[src/rtl/fc_dense_if.sv]
// Bus bundle for fc_dense: start handshake, feature/weight/bias reads, result writes.
interface fc_dense_if #(
  parameter int unsigned FAW = 12,
  parameter int unsigned WAW = 15
);
  localparam int unsigned DW = 20;
  localparam int unsigned NW = 4;

  logic           ready;
  logic           busy;
  logic           frd;
  logic [FAW-1:0] faddr;
  logic [DW-1:0]  fdata;
  logic [WAW-1:0] waddr;
  logic [DW-1:0]  wdata;
  logic [NW-1:0]  baddr;
  logic [DW-1:0]  bdata;
  logic           owr;
  logic [NW-1:0]  oaddr;
  logic [DW-1:0]  odata;
  logic [NW-1:0]  class_idx;
  logic           class_valid;

  // System side: issues start, serves the three read-only memories, sinks results.
  modport master (
    output ready, fdata, wdata, bdata,
    input  busy, frd, faddr, waddr, baddr, owr, oaddr, odata, class_idx, class_valid
  );

  // Accelerator side.
  modport slave (
    input  ready, fdata, wdata, bdata,
    output busy, frd, faddr, waddr, baddr, owr, oaddr, odata, class_idx, class_valid
  );
endinterface

[src/rtl/fc_dense.sv]
// Fully-connected output stage: N_OUT biased dot products over the flattened map,
// rounded/saturated to Q4.16, written out with a running argmax.
module fc_dense #(
  parameter int unsigned N_IN  = 2048,
  parameter int unsigned N_OUT = 10,
  parameter int unsigned FAW   = 12,
  parameter int unsigned WAW   = 15
) (
  input logic       clk,
  input logic       reset,
  fc_dense_if.slave bus
);

  localparam int unsigned DW   = 20;
  localparam int unsigned PW   = 40;
  localparam int unsigned AW   = 52;
  localparam int unsigned NW   = 4;
  localparam int unsigned FRAC = 16;
  localparam int unsigned RW   = AW - FRAC;

  localparam logic signed [RW-1:0] SAT_HI    = RW'(2 ** (DW - 1) - 1);
  localparam logic signed [RW-1:0] SAT_LO    = ~SAT_HI;
  localparam logic signed [DW-1:0] BEST_INIT = {1'b1, {(DW - 1){1'b0}}};

  typedef enum logic [2:0] {
    S_IDLE,
    S_BIAS,
    S_MAC,
    S_DRAIN,
    S_WRITE,
    S_DONE
  } state_t;

  state_t                state_q, state_d;
  logic                  busy_q, busy_d;
  logic                  frd_q, frd_d;
  logic [FAW-1:0]        faddr_q, faddr_d;
  logic [WAW-1:0]        waddr_q, waddr_d;
  logic [NW-1:0]         j_q, j_d;
  logic [1:0]            drain_q, drain_d;
  logic                  owr_q, owr_d;
  logic [NW-1:0]         oaddr_q, oaddr_d;
  logic [DW-1:0]         odata_q, odata_d;
  logic [NW-1:0]         cidx_q, cidx_d;
  logic                  cvalid_q, cvalid_d;
  logic signed [DW-1:0]  best_q, best_d;

  // MAC pipeline: data-valid, operand and product stages plus the accumulator.
  logic                  dv_q, opv_q, pv_q;
  logic signed [DW-1:0]  f_op_q, w_op_q;
  logic signed [PW-1:0]  prod_q;
  logic signed [AW-1:0]  acc_q, acc_d;

  logic [AW-1:0]         bias_ext_c;
  logic [AW-1:0]         prod_ext_c;
  logic signed [RW-1:0]  rnd_c;
  logic signed [DW-1:0]  score_c;

  // Accumulator update and the rounded/saturated view of its next value. The
  // last product lands on the same edge that enters WRITE, so the score is
  // taken from acc_d rather than acc_q.
  always_comb begin
    bias_ext_c = {{(AW - DW - FRAC){bus.bdata[DW-1]}}, bus.bdata, {FRAC{1'b0}}};
    prod_ext_c = {{(AW - PW){prod_q[PW-1]}}, prod_q};
    acc_d      = acc_q;
    if (state_q == S_MAC && faddr_q == '0) begin
      acc_d = bias_ext_c;
    end else if (pv_q) begin
      acc_d = acc_q + prod_ext_c;
    end
    rnd_c   = acc_d[AW-1:FRAC] + RW'(acc_d[FRAC-1]);
    score_c = rnd_c[DW-1:0];
    if (rnd_c > SAT_HI) begin
      score_c = SAT_HI[DW-1:0];
    end else if (rnd_c < SAT_LO) begin
      score_c = SAT_LO[DW-1:0];
    end
  end

  // Next-state and registered-output logic.
  always_comb begin
    state_d  = state_q;
    busy_d   = busy_q;
    frd_d    = 1'b0;
    faddr_d  = faddr_q;
    waddr_d  = waddr_q;
    j_d      = j_q;
    drain_d  = drain_q;
    owr_d    = 1'b0;
    oaddr_d  = oaddr_q;
    odata_d  = odata_q;
    cidx_d   = cidx_q;
    cvalid_d = 1'b0;
    best_d   = best_q;

    case (state_q)
      S_IDLE: begin
        busy_d = 1'b0;
        if (bus.ready) begin
          state_d = S_BIAS;
          busy_d  = 1'b1;
          j_d     = '0;
          waddr_d = '0;
          best_d  = BEST_INIT;
          cidx_d  = '0;
        end
      end
      S_BIAS: begin
        // baddr mirrors j, so bias data arrives in the first MAC cycle.
        faddr_d = '0;
        frd_d   = 1'b1;
        state_d = S_MAC;
      end
      S_MAC: begin
        waddr_d = waddr_q + WAW'(1);
        faddr_d = faddr_q + FAW'(1);
        if (faddr_q == FAW'(N_IN - 1)) begin
          state_d = S_DRAIN;
          drain_d = '0;
        end else begin
          frd_d = 1'b1;
        end
      end
      S_DRAIN: begin
        drain_d = drain_q + 2'd1;
        if (drain_q == 2'd2) begin
          state_d = S_WRITE;
          owr_d   = 1'b1;
          oaddr_d = j_q;
          odata_d = score_c;
          if (score_c > best_q) begin
            best_d = score_c;
            cidx_d = j_q;
          end
        end
      end
      S_WRITE: begin
        j_d = j_q + NW'(1);
        if (j_q == NW'(N_OUT - 1)) begin
          state_d  = S_DONE;
          cvalid_d = 1'b1;
        end else begin
          state_d = S_BIAS;
        end
      end
      S_DONE: begin
        busy_d  = 1'b0;
        state_d = S_IDLE;
      end
      default: state_d = S_IDLE;
    endcase
  end

  always_ff @(posedge clk or negedge reset) begin
    if (!reset) begin
      state_q  <= S_IDLE;
      busy_q   <= 1'b0;
      frd_q    <= 1'b0;
      faddr_q  <= '0;
      waddr_q  <= '0;
      j_q      <= '0;
      drain_q  <= '0;
      owr_q    <= 1'b0;
      oaddr_q  <= '0;
      odata_q  <= '0;
      cidx_q   <= '0;
      cvalid_q <= 1'b0;
      best_q   <= '0;
      dv_q     <= 1'b0;
      opv_q    <= 1'b0;
      pv_q     <= 1'b0;
      f_op_q   <= '0;
      w_op_q   <= '0;
      prod_q   <= '0;
      acc_q    <= '0;
    end else begin
      state_q  <= state_d;
      busy_q   <= busy_d;
      frd_q    <= frd_d;
      faddr_q  <= faddr_d;
      waddr_q  <= waddr_d;
      j_q      <= j_d;
      drain_q  <= drain_d;
      owr_q    <= owr_d;
      oaddr_q  <= oaddr_d;
      odata_q  <= odata_d;
      cidx_q   <= cidx_d;
      cvalid_q <= cvalid_d;
      best_q   <= best_d;
      dv_q     <= frd_q;
      opv_q    <= dv_q;
      pv_q     <= opv_q;
      f_op_q   <= bus.fdata;
      w_op_q   <= bus.wdata;
      prod_q   <= PW'(f_op_q) * PW'(w_op_q);
      acc_q    <= acc_d;
    end
  end

  assign bus.busy        = busy_q;
  assign bus.frd         = frd_q;
  assign bus.faddr       = faddr_q;
  assign bus.waddr       = waddr_q;
  assign bus.baddr       = j_q;
  assign bus.owr         = owr_q;
  assign bus.oaddr       = oaddr_q;
  assign bus.odata       = odata_q;
  assign bus.class_idx   = cidx_q;
  assign bus.class_valid = cvalid_q;

endmodule
[src/flat_wrapper.sv]
// flat-port wrapper written by rule: the top's interface ports become plain ports
module fc_dense_flat 
#(
  parameter int unsigned N_IN  = 2048,
  parameter int unsigned N_OUT = 10,
  parameter int unsigned FAW   = 12,
  parameter int unsigned WAW   = 15
)
  (clk, reset, bus_ready, bus_fdata, bus_wdata, bus_bdata, bus_busy, bus_frd, bus_faddr, bus_waddr, bus_baddr, bus_owr, bus_oaddr, bus_odata, bus_class_idx, bus_class_valid);
  fc_dense_if #(.FAW(FAW), .WAW(WAW)) bus_i ();
  input logic clk;
  input logic reset;
  input wire logic [$bits(bus_i.ready)-1:0] bus_ready;
  input wire logic [$bits(bus_i.fdata)-1:0] bus_fdata;
  input wire logic [$bits(bus_i.wdata)-1:0] bus_wdata;
  input wire logic [$bits(bus_i.bdata)-1:0] bus_bdata;
  output wire logic [$bits(bus_i.busy)-1:0] bus_busy;
  output wire logic [$bits(bus_i.frd)-1:0] bus_frd;
  output wire logic [$bits(bus_i.faddr)-1:0] bus_faddr;
  output wire logic [$bits(bus_i.waddr)-1:0] bus_waddr;
  output wire logic [$bits(bus_i.baddr)-1:0] bus_baddr;
  output wire logic [$bits(bus_i.owr)-1:0] bus_owr;
  output wire logic [$bits(bus_i.oaddr)-1:0] bus_oaddr;
  output wire logic [$bits(bus_i.odata)-1:0] bus_odata;
  output wire logic [$bits(bus_i.class_idx)-1:0] bus_class_idx;
  output wire logic [$bits(bus_i.class_valid)-1:0] bus_class_valid;
  assign bus_i.ready = bus_ready;
  assign bus_i.fdata = bus_fdata;
  assign bus_i.wdata = bus_wdata;
  assign bus_i.bdata = bus_bdata;
  assign bus_busy = bus_i.busy;
  assign bus_frd = bus_i.frd;
  assign bus_faddr = bus_i.faddr;
  assign bus_waddr = bus_i.waddr;
  assign bus_baddr = bus_i.baddr;
  assign bus_owr = bus_i.owr;
  assign bus_oaddr = bus_i.oaddr;
  assign bus_odata = bus_i.odata;
  assign bus_class_idx = bus_i.class_idx;
  assign bus_class_valid = bus_i.class_valid;
  fc_dense #(.N_IN(N_IN), .N_OUT(N_OUT), .FAW(FAW), .WAW(WAW)) u_core (.clk(clk), .reset(reset), .bus(bus_i));
endmodule
[config.mk]
export PLATFORM = sky130hd
export DESIGN_NAME = fc_dense_flat
export DESIGN_NICKNAME = d
export VERILOG_FILES = /design/src/rtl/fc_dense_if.sv /design/src/rtl/fc_dense.sv /design/src/flat_wrapper.sv
export SDC_FILE = /design/constraint.sdc
export NUM_CORES = 2
export LEC_CHECK = 0
export CORE_MARGIN = 5
export CORE_UTILIZATION = 45
export CTS_CLUSTER_SIZE = 14
export DETAILED_ROUTE_END_ITERATION = 12
export PLACE_DENSITY = 0.61
export SLEW_MARGIN = 10
export SYNTH_ARGS = -nofsm -noshare
export SYNTH_HDL_FRONTEND = slang
export SYNTH_SLANG_ARGS = --single-unit
export TNS_END_PERCENT = 100
[constraint.sdc]
create_clock -name clk -period 9.6 [get_ports clk]
set_input_delay 0.96 -clock clk [delete_from_list [all_inputs] [get_ports clk]]
set_output_delay 0.96 -clock clk [all_outputs]
set_load 0.01 [all_outputs]
Yosys cells after proc, flatten, opt, wreduce, memory -nomap -nowiden:

Cells that the tools add are included.

* register bits: 223
* bits of input ports: 63
* word-level logic and storage cells: 90

* $add $sub $neg: 6
* multiply operators: 1
* order comparisons: 3
* equality and inequality tests: 12
* mux-type cells: 31
* reductions and logical operators: 16

Operators with widths (number)
* $mux 52: 2
* $mux 20: 5
* $add 52x52->52: 1
* $mul 20x20->40: 1
* $pmux 20 s2: 1
* $add 36x1->36: 1
* $gt 36x20->1 const B: 1
* $lt 36x20->1 const B: 1
* $pmux 15 s2: 1
* $pmux 12 s2: 1
* $gt 20x20->1: 1
* $pmux 4 s2: 2
* $add 15x1->15 const B: 1
* $mux 15: 1
* $pmux 3 s5: 1
* $reduce_bool 2->1: 7
* $add 12x1->12 const B: 1
* $eq 12x11->1 const B: 1
* $logic_not 12->1: 1
* $mux 3: 4
* $mux 4: 3
* $reduce_and 2->1: 4
* $eq 3x2->1 const B: 2
* $eq 3x3->1 const B: 2
* 15 further kinds: 23

Longest topological paths before layout:

* depth after elaboration: 11
* depth in mapped cells: 39
* depth with buffers taken out: 35

Worst setup path after synthesis:

No wires, ideal clock.

* kind: register -> register
* start point: reg u_core.pv_q
* end point: reg u_core.best_q[10]
* library setup time: 0.125 ns
* arrival: 7.111 ns
* data required time: 9.475 ns
* slack: 2.364 ns
* stages on the path, launching flop included: 36
* path buffers: 9
* clock period less this slack: 7.236 ns
* cell sequence: dfrtp_1 buf_2 clkbuf_1 buf_1 clkbuf_1 buf_1 buf_1 mux2i_1 nor2_1 ha_1 nor4b_2 nand4_2 nor3_4 and3_1 xnor2_1 a41oi_2 o31ai_4 buf_2 o21ai_1 ha_1 a21o_1 a21o_1 a21oi_1 nor2b_1 o21ai_0 nand2b_1 a21oi_1 nor2b_1 o21ai_0 nand4b_1 nand4b_1 clkbuf_1 clkbuf_1 nor2_1 a22oi_1 nand3_2

* cells in the longest elaborated chain, start to end: 9
* elaborated cells on any way between the ends: 13
* classes of those cells: add/sub (1); order compare (3); eq/ne (1); mux (7); reduce/logical (1)

RTL lines
* start: declaration: line fc_dense.sv:49 `logic dv_q, opv_q, pv_q;`
* start signal: assignment: line fc_dense.sv:192 `pv_q <= opv_q;`
* $mux 52 (*): line fc_dense.sv:68 `end else if (pv_q) begin`
* $mux 52 (*): line fc_dense.sv:66 `if (state_q == S_MAC && faddr_q == '0) begin`
* net u_core.acc_d[15]: line fc_dense.sv:52 `logic signed [AW-1:0] acc_q, acc_d;`
* $add 36x1->36 (*): line fc_dense.sv:71 `rnd_c = acc_d[AW-1:FRAC] + RW'(acc_d[FRAC-1]);`
* $lt 36x20->1: line fc_dense.sv:75 `end else if (rnd_c < SAT_LO) begin`
* $mux 20: line fc_dense.sv:75
* $mux 20 (*): line fc_dense.sv:73 `if (rnd_c > SAT_HI) begin`
* net u_core.score_c[5]: line fc_dense.sv:57 `logic signed [DW-1:0] score_c;`
* $gt 20x20->1 (*): line fc_dense.sv:131 `if (score_c > best_q) begin`
* $ne 2x1->1 (no source line) (*)
* $reduce_and 4->1 (no source line) (*)
* end signal: assignment: line fc_dense.sv:189 `best_q <= best_d;`
* end: declaration: line fc_dense.sv:46 `logic signed [DW-1:0] best_q, best_d;`

Mark *: on every way through the listed nets, which the timed path passes. The rest lies on a longest branch. The select of a mux whose other input is x is not followed.
A chain may end at the register's enable or synchronous reset.

Final worst setup path:

* start point: reg u_core.acc_q[0]
* end point: reg u_core.best_q[9]

* cells in the longest elaborated chain, start to end: 10
* elaborated cells on any way between the ends: 14
* classes of those cells: add/sub (2); order compare (3); eq/ne (1); mux (7); reduce/logical (1)

RTL lines
* start: declaration: line fc_dense.sv:52
* start signal: assignment: line fc_dense.sv:175 `acc_q <= '0;`
* start signal: assignment: line fc_dense.sv:196 `acc_q <= acc_d;`
* $add 52x52->52 (*): line fc_dense.sv:69 `acc_d = acc_q + prod_ext_c;`
* $mux 52 (*): line fc_dense.sv:68
* $mux 52 (*): line fc_dense.sv:66
* net u_core.acc_d[16]: line fc_dense.sv:52
* $add 36x1->36 (*): line fc_dense.sv:71
* $lt 36x20->1: line fc_dense.sv:75
* $mux 20: line fc_dense.sv:75
* $mux 20 (*): line fc_dense.sv:73
* net u_core.score_c[5]: line fc_dense.sv:57
* $gt 20x20->1 (*): line fc_dense.sv:131
* $ne 2x1->1 (no source line) (*)
* $reduce_and 4->1 (no source line) (*)

Marked as above.

==> run metrics <==
number of instances in the placed design 3,944; main combinational cell family by area after synthesis adder cells; proportion of synthesized chip area in sequential cells 0.194; number of synthesized register bits 223; Setup TNS Final 0 ns; Final ANT Viol Nets 0; Netlist Area Pre-Place between 0.02 and 0.03 mm2; number of DRC markers in iteration 0 about 1,700; storage element area between 0.005 and 0.006 mm2; source-to-sink clock delay at the later pin of the worst-skew pair 0.60 ns; Sink Count ~220; maximum count of clock buffers along a single path 3; Chip Height around 260 um; most common cell type on the critical path ha_1; Post-Syn Area per Cell around 9.2 um2; classification of the worst setup path register to register; transition time of the tightest slew-check pin between 1 and 1.5 ns; depth of the most critical reg-to-reg path 35; initial core utilization 0.455; core area ~0.063 mm2; non-filler instance count after layout 3,998; launch instance of the worst register-to-register path u_core.acc_q[0]; count of endpoints failing setup in the final report 0; drt total wl just under 80,000 um; launch instance of the worst min-delay path u_core.opv_q; number of antenna violations at the first check in global routing 2; maximum clock skew at final layout about 0.010 ns; clock tree from TritonCTS built; Max Freq around 120 MHz; Worst Setup End Kind register; DR DRC count 0; post-CTS setup buffers 0; EDFF count, synth 0; largest incremental delay on the critical path 0.74 ns; required time at the endpoint of the critical path 10.03 ns; Compound-Gate Fraction of Synth Area 0.129; sink of the worst hold path u_core.pv_q; area used by multi-input combinational logic between 0.02 and 0.025 mm2; largest net degree at the start of global routing 114; top post-synthesis cells by area fa_1 29%, dfrtp_1 19%, ha_1 8.1%, inv_1 5.9%, nand2_1 4.6%; number of instances on the worst hold path 0; number of inserted diodes 0; Rel. slew slack 0.247; I/O pin count 126; via count of the first global-routing pass between 20,000 and 25,000; signed area change from the synthesized netlist to the final layout 9.86%; synthesized instance count 3,113; Port Buffers approximately 130; max-capacitance violation count 0; clock-pin slew of the registers on the worst-case setup and hold paths around 0.06 ns; commonest cells after routing, fill and taps aside 455 x inv_1, 421 x fa_1, 356 x nand2_1; Critical R2R Capture u_core.best_q[9]; post-synth top area share 0.293; critical path peak fanout 20; post-layout minimum cycle time 8.65 ns; Post-Syn Nets around 3,800; final standard cell utilization of the core 0.500; Placement Rows just over 90; ratio of cells with drive above 1 in the final layout 0.0552; buffer cell driving the clock tree root clkbuf_16; routability congestion estimate from global placement between 0.9 and 1; routed length per instance 19.8 um; CTS Buf Count 29; Min Hold Slack around 0.35 ns; async set or reset register ratio after synthesis 1.00; width of the die between 200 and 300 um; first-pass GRT wire length around 130,000 um; slowest stage cell, crit path nor3_2; net count of the finished layout around 3,800; simple logic cell fraction of the synthesized area 0.180; classification of the worst-slack hold path register to register; Resize count post-CTS 0; flip-flop cell with the highest count after synthesis dfrtp_1; category of the worst setup path launch point register; area share of fa/ha/maj cells after synthesis 0.374; Global Route Usage Sum 0.227; final hold violation count 0; Clock H-tree levels 1; hpwl dp 61,200 um; post-synthesis mux area share 0.00948; most common library cell in the layout ignoring fill and taps inv_1; register-to-register setup slack around 0.95 ns; Final Max Slew Viols 0; leading area contributor after synthesis fa_1; number of distinct library cells after synthesis 108; global route total overflow 0; quantity of hold-fixing buffers added after cts 0; Synth Warn # 0; run status complete, no violations; die area roughly 0.07 mm2; total iterations of the first detailed-routing run 6; via count normalized by instance count ~5.6; setup repair after global routing missed its margin false; period utilization 0.901; Layout fillers approximately 6,000; total via count after detailed routing around 22,000; Crit path arrival time about 9 ns; xor/xnor share of the synthesized area 0.0296
==> cell usage after synthesis, types with 17 or more instances <==
cell type  instances
o21ai_0           97
a21o_1            39
and2_1           172
a22oi_1           38
nand4_1           28
nor2_1           141
inv_1            455
xnor2_1           69
a31oi_1           19
o21bai_1          17
ha_1             186
nand2b_1          32
mux2i_1           25
a21oi_1          110
o21a_1            20
nand3_2           22
buf_2             29
clkbuf_1         119
nand2_1          356
o21ai_1           32
xor2_1            25
nand3_1           99
fa_1             421
and3_1            29
nor3_1            42
dfrtp_1          223
==> layer usage <==
metal,track usage,vias up,part of all wire
li1,-,10200,-
met1,0.319,11300,0.44
met2,0.364,690,0.46
met3,0.0416,158,0.063
met4,0.0664,4,0.034
met5,0,-,0.00026
==> critical path: cells and delay by family, from the launching register on <==
kind                       cells  cell delay, ns
AOI/OAI and AO/OA             17            3.47
muxes                          1            0.09
DFF                            1            0.39
adders and majority gates      5            1.52
xor gates and xnor gates       1            0.14
and+or+nand+nor               10            2.62
buffers and inverters          1            0.24
==> sequential cells by signal, indices dropped and copies added, names as in the netlist, 2 cells and up <==
| register | count |
|---|---|
| u_core.acc_q | 52 |
| u_core.bus.faddr | 12 |
| u_core.w_op_q | 20 |
| u_core.prod_q | 40 |
| u_core.bus.odata | 20 |
| u_core.bus.class_idx | 4 |
| u_core.state_q | 3 |
| u_core.bus.baddr | 4 |
| u_core.best_q | 20 |
| u_core.f_op_q | 20 |
| u_core.drain_q | 2 |
| u_core.bus.oaddr | 4 |
| u_core.bus.waddr | 15 |
==> cell type report <==
| cell class | count | area share |
|---|---|---|
| Clock inverter | 16 | 0.00740 |
| Clock buffer | 38 | 0.0256 |
| Inverter | 459 | 0.0545 |
| Tap cell | 846 | 0.0335 |
| Timing Repair Buffer | 147 | 0.0450 |
| Sequential cell | 223 | 0.177 |
| Multi-Input combinational cell | 2269 | 0.658 |
==> kinds of logic after synthesis <==
group	after synthesis
AOI/OAI and AO/OA	529
xor gates and xnor gates	95
adders and majority gates	607
buffers and inverters	621
DFF	223
muxes	27
and+or+nand+nor	1011
==> worst max path at each step <==
stage | from | to | slack (ns)
after floorplan | u_core.pv_q | u_core.best_q[10] | 2.36
after global placement | u_core.acc_q[0] | u_core.best_q[5] | 1.32
after detailed placement | u_core.acc_q[0] | u_core.best_q[9] | 1.06
after CTS | u_core.acc_q[0] | u_core.best_q[9] | 1.07
after global routing | u_core.acc_q[0] | u_core.best_q[17] | 0.21
final | u_core.acc_q[0] | u_core.best_q[9] | 0.95
==> stage by stage <==
step	setup slack [ns]	instance area (um2)
2_1_floorplan	2.36	28800
3_3_place_gp	1.32	30600
3_5_place_dp	1.06	30600
4_1_cts	1.07	31600
5_1_grt	0.211	31600
6_report	0.952	31600
Power is left out: the tool's default activity adds up to more than one toggle a clock period on the data nets, which glitch-free logic cannot reach.
